$ cat src/rtl/lr_shifter_pipe.sv
// Pipelined logical-right barrel shifter with valid/ready handshakes.
// Stage k conditionally shifts right by 2^k using bit k of the shift amount,
// and the operand's tag travels with it so results can be matched downstream.
// Each stage loads whenever some stage at or after it is empty (or the sink is
// taking the final result), so bubbles collapse under backpressure.

module lr_shifter_pipe #(
  parameter int WIDTH = 64,
  parameter int TAG_W = 4,
  localparam int SHW  = $clog2(WIDTH)
) (
  input  logic             clk,
  input  logic             rst_n,
  input  logic             in_valid,
  output logic             in_ready,
  input  logic [WIDTH-1:0] in_data,
  input  logic [SHW-1:0]   in_shamt,
  input  logic [TAG_W-1:0] in_tag,
  output logic             out_valid,
  input  logic             out_ready,
  output logic [WIDTH-1:0] out_data,
  output logic [TAG_W-1:0] out_tag
);

  // Per-stage registered state
  logic [SHW-1:0]             v_q;
  logic [SHW-1:0][WIDTH-1:0]  d_q;
  logic [SHW-1:0][SHW-1:0]    s_q;
  logic [SHW-1:0][TAG_W-1:0]  t_q;

  // Upstream view of each stage and the shifted data it would load
  logic [SHW-1:0]             up_v;
  logic [SHW-1:0][WIDTH-1:0]  up_d;
  logic [SHW-1:0][SHW-1:0]    up_s;
  logic [SHW-1:0][TAG_W-1:0]  up_t;
  logic [SHW-1:0][WIDTH-1:0]  d_d;

  // Per-stage load enable
  logic [SHW-1:0]             rdy;

  // Each stage only consumes one shamt bit; the rest are carried for later
  // stages, and the final stage's copy is kept purely for uniformity.
  logic                       unused_shamt;
  assign unused_shamt = ^{up_s, s_q};

  // A stage may load if it or any stage downstream of it is empty, or if the
  // sink takes the final result this cycle. Accumulated from the output end.
  always_comb begin
    logic acc;
    rdy = '0;
    acc = out_ready;
    for (int k = SHW - 1; k >= 0; k--) begin
      acc    = acc | ~v_q[k];
      rdy[k] = acc;
    end
  end

  for (genvar k = 0; k < SHW; k++) begin : g_stage
    if (k == 0) begin : g_first
      assign up_v[k] = in_valid;
      assign up_d[k] = in_data;
      assign up_s[k] = in_shamt;
      assign up_t[k] = in_tag;
    end else begin : g_rest
      assign up_v[k] = v_q[k-1];
      assign up_d[k] = d_q[k-1];
      assign up_s[k] = s_q[k-1];
      assign up_t[k] = t_q[k-1];
    end

    assign d_d[k] = up_s[k][k] ? (up_d[k] >> (1 << k)) : up_d[k];

    // Stage register: load the upstream operation (or a bubble) when ready,
    // otherwise hold everything so a stalled result stays stable.
    always_ff @(posedge clk or negedge rst_n) begin
      if (!rst_n) begin
        v_q[k] <= 1'b0;
        d_q[k] <= '0;
        s_q[k] <= '0;
        t_q[k] <= '0;
      end else if (rdy[k]) begin
        v_q[k] <= up_v[k];
        d_q[k] <= d_d[k];
        s_q[k] <= up_s[k];
        t_q[k] <= up_t[k];
      end
    end
  end

  assign in_ready  = rdy[0];
  assign out_valid = v_q[SHW-1];
  assign out_data  = d_q[SHW-1];
  assign out_tag   = t_q[SHW-1];

endmodule
$ cat config.mk
export PLATFORM = sky130hd
export DESIGN_NAME = lr_shifter_pipe
export DESIGN_NICKNAME = d
export VERILOG_FILES = /design/src/rtl/lr_shifter_pipe.sv
export SDC_FILE = /design/constraint.sdc
export NUM_CORES = 1
export LEC_CHECK = 0
export ABC_AREA = 1
export BUFFER_PORTS_ARGS = -buffer_cell sky130_fd_sc_hd__buf_2
export CORE_UTILIZATION = 45
export CTS_BUF_LIST = sky130_fd_sc_hd__clkbuf_4 sky130_fd_sc_hd__clkbuf_8
export DETAILED_ROUTE_END_ITERATION = 10
export GPL_ROUTABILITY_DRIVEN = 0
export PLACE_DENSITY = 0.61
export RECOVER_POWER = 25
export REMOVE_ABC_BUFFERS = 1
export SYNTH_ARGS = -nofsm -noshare
export SYNTH_HDL_FRONTEND = slang
export SYNTH_SLANG_ARGS = --single-unit
export TNS_END_PERCENT = 10
$ cat constraint.sdc
create_clock -name clk -period 1.9 [get_ports clk]
set_input_delay 0.19 -clock clk [delete_from_list [all_inputs] [get_ports clk]]
set_output_delay 0.19 -clock clk [all_outputs]
set_load 0.03 [all_outputs]
Word-level counts from Yosys, hierarchy flattened. Index checks and enable logic that the tools add are counted.

Equality and inequality tests: 0. Multipliers: 0. Mux-type cells: 6. Bitwise logic cells: 12. $lt $le $gt $ge: 0. Add/sub/neg operators: 0. Divide/modulo/power cells: 0. Reduce and logical (&&, ||, !) cells: 0. Shift-type cells: 0.

Operators with widths (count): 64-bit two-way mux (6); 1-bit NOT (6); 1-bit bitwise OR (6).

Bits in latches: 0. Memory bits (read-only): 0. Logic and storage cells: 41. Memory bits (writable): 0. Register bits after elaboration: 444. Memories: 0. Output and inout port bits: 70. Bits of input ports: 78.

Depth between registers and ports, before layout. Gate-level depths: netlist (run 1).

Depth after elaboration: 7. Gate-level depth with buffers: 8. Mapped depth without buffers: 6.

Worst setup path after synthesis (run 1). No wires, ideal clock.

Path kind: reg-to-reg. From: register v_q[5], in the netlist out_valid. To: register d_q[22] (netlist bit). Stages on the path, launching flop included: 8. Required time: 1.781 ns. Period minus slack after synthesis: 1.733 ns. Setup time: 0.119 ns. Path buffers: 2. Setup slack: 0.167 ns. Arrival time: 1.613 ns. Path through: dfrtp_1 buf_2 nand3_4 nor2_4 nand4_2 clkbuf_1 nand2_1 nand2_1.

Cells in the longest elaborated chain, start to end: 7.

RTL lines: start, declared (RTL line 26) `logic [SHW-1:0] v_q;`; start signal, assigned by index (RTL line 82) `v_q[k] <= up_v[k];`; 1-bit NOT (RTL line 53) `acc = acc | ~v_q[k];`; 1-bit bitwise OR (6 in a row) (RTL line 53); net in_ready (RTL line 15) `output logic in_ready,`; end signal, assigned by index (RTL line 83) `d_q[k] <= d_d[k];`; end, declared (RTL line 27) `logic [SHW-1:0][WIDTH-1:0] d_q;`.

The timed path passes the listed nets, and every way through them passes these cells. A chain may end at the register's enable or synchronous reset.

Final worst setup path (run 1).
From: register v_q[4], in the netlist up_v[5]. To: output port in_ready.

Cells in the longest elaborated chain, start to end: 6.

RTL lines (RTL line): 1-bit NOT (53); 1-bit bitwise OR (5 in a row) (53); end, declared (15).

Every way passes these cells.

==> flow_metrics.env, run 1 <==
export IMPL_critPathArrivalTime_ns=1.64
export IMPL_synth_seq_cells=429
export IMPL_place_hpwl_mm=32.4
export IMPL_routedLengthMet1_mm=23.3
export IMPL_coreArea_sq_mm=0.0443
export IMPL_worstSetupPathType="flip-flop to output pin"
export IMPL_synth_edf_count=0
export IMPL_rsz0062_at_grt="true"
export IMPL_cts_made_buffers=72
export IMPL_r2r_start="up_v[5]"
export IMPL_utilization_pct=53.2
export IMPL_ys_flop_type="dfrtp_1"
export IMPL_drv_cap=0
export IMPL_drtAntennaViolNets=0
export IMPL_postPlaceCellArea_sq_mm=0.0211
export IMPL_startpoint="up_v[5]"
export IMPL_synth_top_area_share_pct=53.1
export IMPL_async_reset_ff_share_pct=100
export IMPL_nNetsFinal=2731
export IMPL_final_common_cell="nand2_1"
export IMPL_layout_common_cells="779 x nand2_1, 421 x dfrtp_1, 367 x o21ai_0"
export IMPL_drc=0
export IMPL_grt_pass1_wl_mm=82.1
export IMPL_path_buf_inv=1
export IMPL_final_layout_size_suffix_gt1_share_pct=13.1
export IMPL_fmax_ghz=0.545
export IMPL_htree_levels=3
export IMPL_critPathCaptureType="output pin"
export IMPL_drt_pass1_iterations=5
export IMPL_cts_reportedPaths_clkPinSlew_ns=0.06
export IMPL_post_route_period_util_pct=96.5
export IMPL_hp_start="out_ready"
export IMPL_post_drt_wl_per_cell_um=14.7
export IMPL_hold_violations=0
export IMPL_cp_top_family="simple AND/OR/NAND/NOR gates"
export IMPL_synth_area_leaders="dfrtp_1 53%, nand2_1 14%, o21ai_0 9.1%"
export IMPL_cts_sinks=429
export IMPL_wirelength_mm=48.4
export IMPL_setup_violations_final=0
export IMPL_power_per_cell_area_mw_per_mm2=1400
export IMPL_initial_utilization_pct=45.6
export IMPL_grt_usage_pct=21.7
export IMPL_routed_via_count=16600
export IMPL_synth_largest_area_cell="dfrtp_1"
export IMPL_insertion_delay_ns=0.61
export IMPL_power_leakage_uw=0.0118
export IMPL_grt_pass1_vias=15900
export IMPL_io_buffer_count=147
export IMPL_synth_warnings=0
export IMPL_max_slew_worst_pin_slew_ns=1.02
export IMPL_fp_row_count=77
export IMPL_netlist_area_sq_mm=0.0202
export IMPL_antenna_found_initial=0
export IMPL_status="finished clean"
export IMPL_peakVddDrop_mv=0.693
export IMPL_dieArea_sq_mm=0.0458
export IMPL_wl_met3_mm=2.30
export IMPL_drt_initial_drc_count=1340
export IMPL_synthCells=2526
export IMPL_critPathMaxStageDelay_ns=0.41
export IMPL_critPathRequiredTime_ns=1.71
export IMPL_io_pins=148
export IMPL_routed_wl_met2_mm=21.8
export IMPL_synth_avg_cell_area_sq_um=8.01
export IMPL_clockRootBuffer="clkbuf_8"
export IMPL_top_layer_used="met4"
export IMPL_final_area_sq_mm=0.0236
export IMPL_grt_max_degree=101
export IMPL_cts_tree="yes"
export IMPL_viasPerCell=5.04
export IMPL_slew_headroom_pct=31.7
export IMPL_cp_slowest_cell="dfrtp_2"
export IMPL_die_x_um=214
export IMPL_start_kind="flip-flop"
export IMPL_cts_buffer_depth=3
export IMPL_die_h_um=214
export IMPL_hold_path_class="input pin to flip-flop"
export IMPL_yosysSeqAreaShare_pct=53.1
export IMPL_critPathMaxFanout=3
export IMPL_fin_skew_ns=0.0322
export IMPL_path_cells="nand3_4 -> nor2_4 -> nand4_4 -> buf_6"
export IMPL_yosysUniqueCellTypes=24
export IMPL_grt_overflow=0
export IMPL_finalCriticalPeriod_ns=1.83
export IMPL_area_growth_pct=16.6
export IMPL_finalMaxSlewViolations=0
-- cells in the mapped netlist (6+ instances only) --
cell type	count
a21oi_1	63
a31oi_1	56
buf_1	26
buf_2	40
buf_4	69
buf_6	12
clkbuf_1	108
dfrtp_1	429
inv_1	223
mux2_2	6
nand2_1	780
nand3_1	92
nand4_1	73
nor2_1	122
o211ai_1	32
o21ai_0	367
o21ai_1	18
-- final timing paths --
check,to,depth (start not counted),slack (ns)
max reg2reg,d_q[278],6,0.19
min,d_q[132],6,0.08
max in group asynchronous,s_q[8],4,0.29
max,in_ready,4,0.07
min in group asynchronous,out_tag[0],2,0.30
min reg2reg,d_q[129],2,0.48
-- routing by layer --
metal,global-route usage [%],vias to the layer above
li1,-,8356
met5,0,-
met3,3.46,72
met4,7.00,0
met2,33.7,363
met1,31.0,7831
-- stage by stage --
stage                     setup slack, ns  total power, uW  hold WS, ns  TNS, ns  cells
after floorplan                     -3.55            20500       -0.106  -807.67   2271
after global placement              0.230            24200        0.101        0   3068
after detailed placement            0.152            24500       0.0988        0   3068
after CTS                        0.000537            33400       0.0250        0   3296
after global routing              -0.0357            35500       0.0859  -0.0357   3296
final                              0.0658            33000       0.0796        0   3297
-- worst min-delay path, delay by kind of cell --
kind / cells / cell delay [ns]
buf+inv: 2 / 0.16
simple gates: 4 / 0.30
-- report_power, final --
part | switching [uW] | internal, uW
Combinational | 6780 | 3330
Sequential | 2040 | 12300
Clock | 3610 | 4950
Total | 12400 | 20600
-- flip-flops by register name, summed over array words and instances (netlist names) --
name	count
out_tag	4
out_data	64
s_q	15
t_q	20
out_valid	1
up_v	5
d_q	320
-- kinds of logic (layout without fill, tap and decap cells) --
family,count (synthesis),count (layout),share of synthesized area (%)
and+or+nand+nor,1074,1074,21.7
AOI/OAI and AO/OA,536,536,14.0
buffers and inverters,481,659,10.9
DFF,429,429,53.1
muxes,6,6,0.334
other,0,1,0
-- cell type report --
cell class | count | area [sq um]
timing repair buffer | 308 | 2430
clock buffer | 118 | 1460
clock inverter | 7 | 63.8
inverter | 226 | 848
multi-input combinational | 1616 | 7310
antenna | 1 | 2.50
sequential | 429 | 10700
fill | 4264 | 20700
tap | 592 | 741
-- timing repair --
action / 4_1_cts / 5_1_grt
pin swaps: 0 / 0
buffers inserted: 1 / 0
gates resized for setup: 5 / 1
hold buffers: 102 / 0
endpoints found under the setup margin: 2 / 5
endpoints found under the hold margin: 452 / 0
Power figures use the tool's default switching activity.
==> inputs of run 2 (changes only) <==
==> constraint.sdc (replaced) <==
create_clock -name clk -period 2 [get_ports clk]
set_input_delay 0.2 -clock clk [delete_from_list [all_inputs] [get_ports clk]]
set_output_delay 0.2 -clock clk [all_outputs]
set_load 0.03 [all_outputs]
==> run 2 against run 1 <==
- combinational power down 5%
- count of clock-buffer cells in the layout up 2
- critical path depth fell by 2
- global-route usage about the same
- sequential share of layout area about the same
- die area is the same
- total power is 4.8% lower
- design area about the same
- flip-flop and latch count unchanged
- hold slack better by 0.059 ns
==> flow_metrics.env, run 2 (same netlist as run 1, synthesis figures left out) <==
export IMPL_hold_path_class="input pin to asynchronous set/reset pin"
export IMPL_initial_utilization_pct=45.6
export IMPL_hold_violations=0
export IMPL_drtAntennaViolNets=0
export IMPL_grt_pass1_vias=16200
export IMPL_largest_reg_flops=320
export IMPL_worstReg2RegEnd="d_q[229]"
export IMPL_viasPerCell=4.99
export IMPL_nNetsFinal=2726
export IMPL_max_slew_worst_pin_slew_ns=1.01
export IMPL_htree_levels=3
export IMPL_layout_common_cells="779 x nand2_1, 421 x dfrtp_1, 367 x o21ai_0"
export IMPL_r2r_start="up_v[5]"
export IMPL_critPathArrivalTime_ns=1.69
export IMPL_grt_pass1_wl_mm=82.2
export IMPL_fin_skew_ns=0.0368
export IMPL_antenna_found_initial=0
export IMPL_final_layout_size_suffix_gt1_share_pct=12.9
export IMPL_slew_headroom_pct=32.4
export IMPL_largest_register="d_q"
export IMPL_place_hpwl_mm=32.1
export IMPL_place_inst=3059
export IMPL_coreArea_sq_mm=0.0443
export IMPL_cts_made_buffers=71
export IMPL_grt_max_degree=101
export IMPL_power_per_cell_area_mw_per_mm2=1330
export IMPL_critPathMaxFanout=34
export IMPL_grt_usage_pct=21.6
export IMPL_cts_sinks=429
export IMPL_status="finished clean"
export IMPL_antennaDiodeCount=0
export IMPL_fp_row_count=77
export IMPL_reg2reg_slack_ns=0.27
export IMPL_io_pins=148
export IMPL_drt_pass1_iterations=5
export IMPL_post_drt_wl_per_cell_um=14.6
export IMPL_die_h_um=214
export IMPL_cts_tree="yes"
export IMPL_finalMaxSlewViolations=0
export IMPL_final_common_cell="nand2_1"
export IMPL_die_x_um=214
export IMPL_power_uw=31400
export IMPL_io_buffer_count=147
export IMPL_rsz0062_at_grt="false"
export IMPL_wirelength_mm=48.1
export IMPL_drc=0
export IMPL_finalCriticalPeriod_ns=1.89
export IMPL_drt_initial_drc_count=1176
export IMPL_cts_reportedPaths_clkPinSlew_ns=0.06
export IMPL_worstSetupPathType="flip-flop to output pin"
export IMPL_peakVddDrop_mv=0.575
export IMPL_dieArea_sq_mm=0.0458
export IMPL_setup_violations_final=0
export IMPL_insertion_delay_ns=0.63
export IMPL_critPathCaptureType="output pin"
export IMPL_area_growth_pct=16.7
export IMPL_final_cells=3293
export IMPL_routed_via_count=16400
export IMPL_reg2regPathDepth=4
export IMPL_grt_overflow=0
export IMPL_clockRootBuffer="clkbuf_8"
export IMPL_critPathRequiredTime_ns=1.80
export IMPL_start_kind="flip-flop"
export IMPL_power_leakage_uw=0.0118
export IMPL_post_route_period_util_pct=94.6
export IMPL_cts_buffer_depth=3
export IMPL_drv_cap=0
export IMPL_fmax_ghz=0.529
[run 2: cell types whose count changed in the layout (fill, tap and decap cells not counted), moves of 3 or more]
cell / delta
dlygate4sd3_1: +5
clkinv_2: -3
clkbuf_4: -6
clkinvlp_4: +4
buf_6: -5
clkbuf_8: +7
[run 2: power by group]
part / internal, uW / switching, uW / total (uW)
combinational: 3160 / 6410 / 9570
sequential: 11700 / 1920 / 13600
clock: 4750 / 3510 / 8260
total: 19600 / 11800 / 31400
[run 2: worst max path at each step]
stage	startpoint	endpoint	slack (ns)	depth (start not counted)
final	out_valid	out_valid	0.11	2
after floorplan	out_valid	d_q[100]	-3.45	4
after global routing	out_valid	out_valid	0.03	2
after CTS	out_valid	out_valid	0.01	2
after detailed placement	up_v[5]	d_q[229]	0.27	4
after global placement	up_v[5]	up_v[4]	0.28	3
[run 2: worst max-delay path, cell delays in order, from the launching register on]
cell and delay [ns]:
dfrtp_2 0.41, buf_4 0.38, buf_2 0.28
[run 2: per-stage QoR]
stage                     hold WS [ns]  setup WS [ns]  instance area, sq um  util (%)  TNS, ns
after detailed placement         0.210          0.267                 21000      47.5        0
final                            0.138          0.109                 23600      53.3        0
after global routing             0.166         0.0280                 23600      53.3        0
after floorplan                -0.0956          -3.45                 18900         -  -764.78
after CTS                        0.108         0.0130                 23700      53.4        0
after global placement           0.211          0.282                 21000      47.5        0
[run 2: routing by layer]
layer / vias to the layer above / routed length [um] / global-route usage (%) / part of all wire, %
met3: 81 / 2050 / 3.23 / 4.3
li1: 8343 / - / - / -
met2: 340 / 21600 / 33.6 / 45
met1: 7667 / 23400 / 31.1 / 49
met4: 0 / 1000 / 7.05 / 2.1
met5: - / 0 / 0 / 0
[run 2: what timing repair did]
action                                  CTS  global route
hold buffers                            107             0
pin swaps                                 0             0
setup buffers                             1             0
endpoints found under the hold margin   180             0
resized for setup                         0             2
endpoints found under the setup margin    1             2
[run 2: layout make-up]
cell class	count	area, sq um
Timing Repair Buffer	304	2410
Multi-Input combinational cell	1616	7310
Sequential cell	429	10700
Clock inverter	6	40.0
Clock buffer	120	1510
Tap cell	592	741
Inverter	226	848
Fill cell	4251	20700
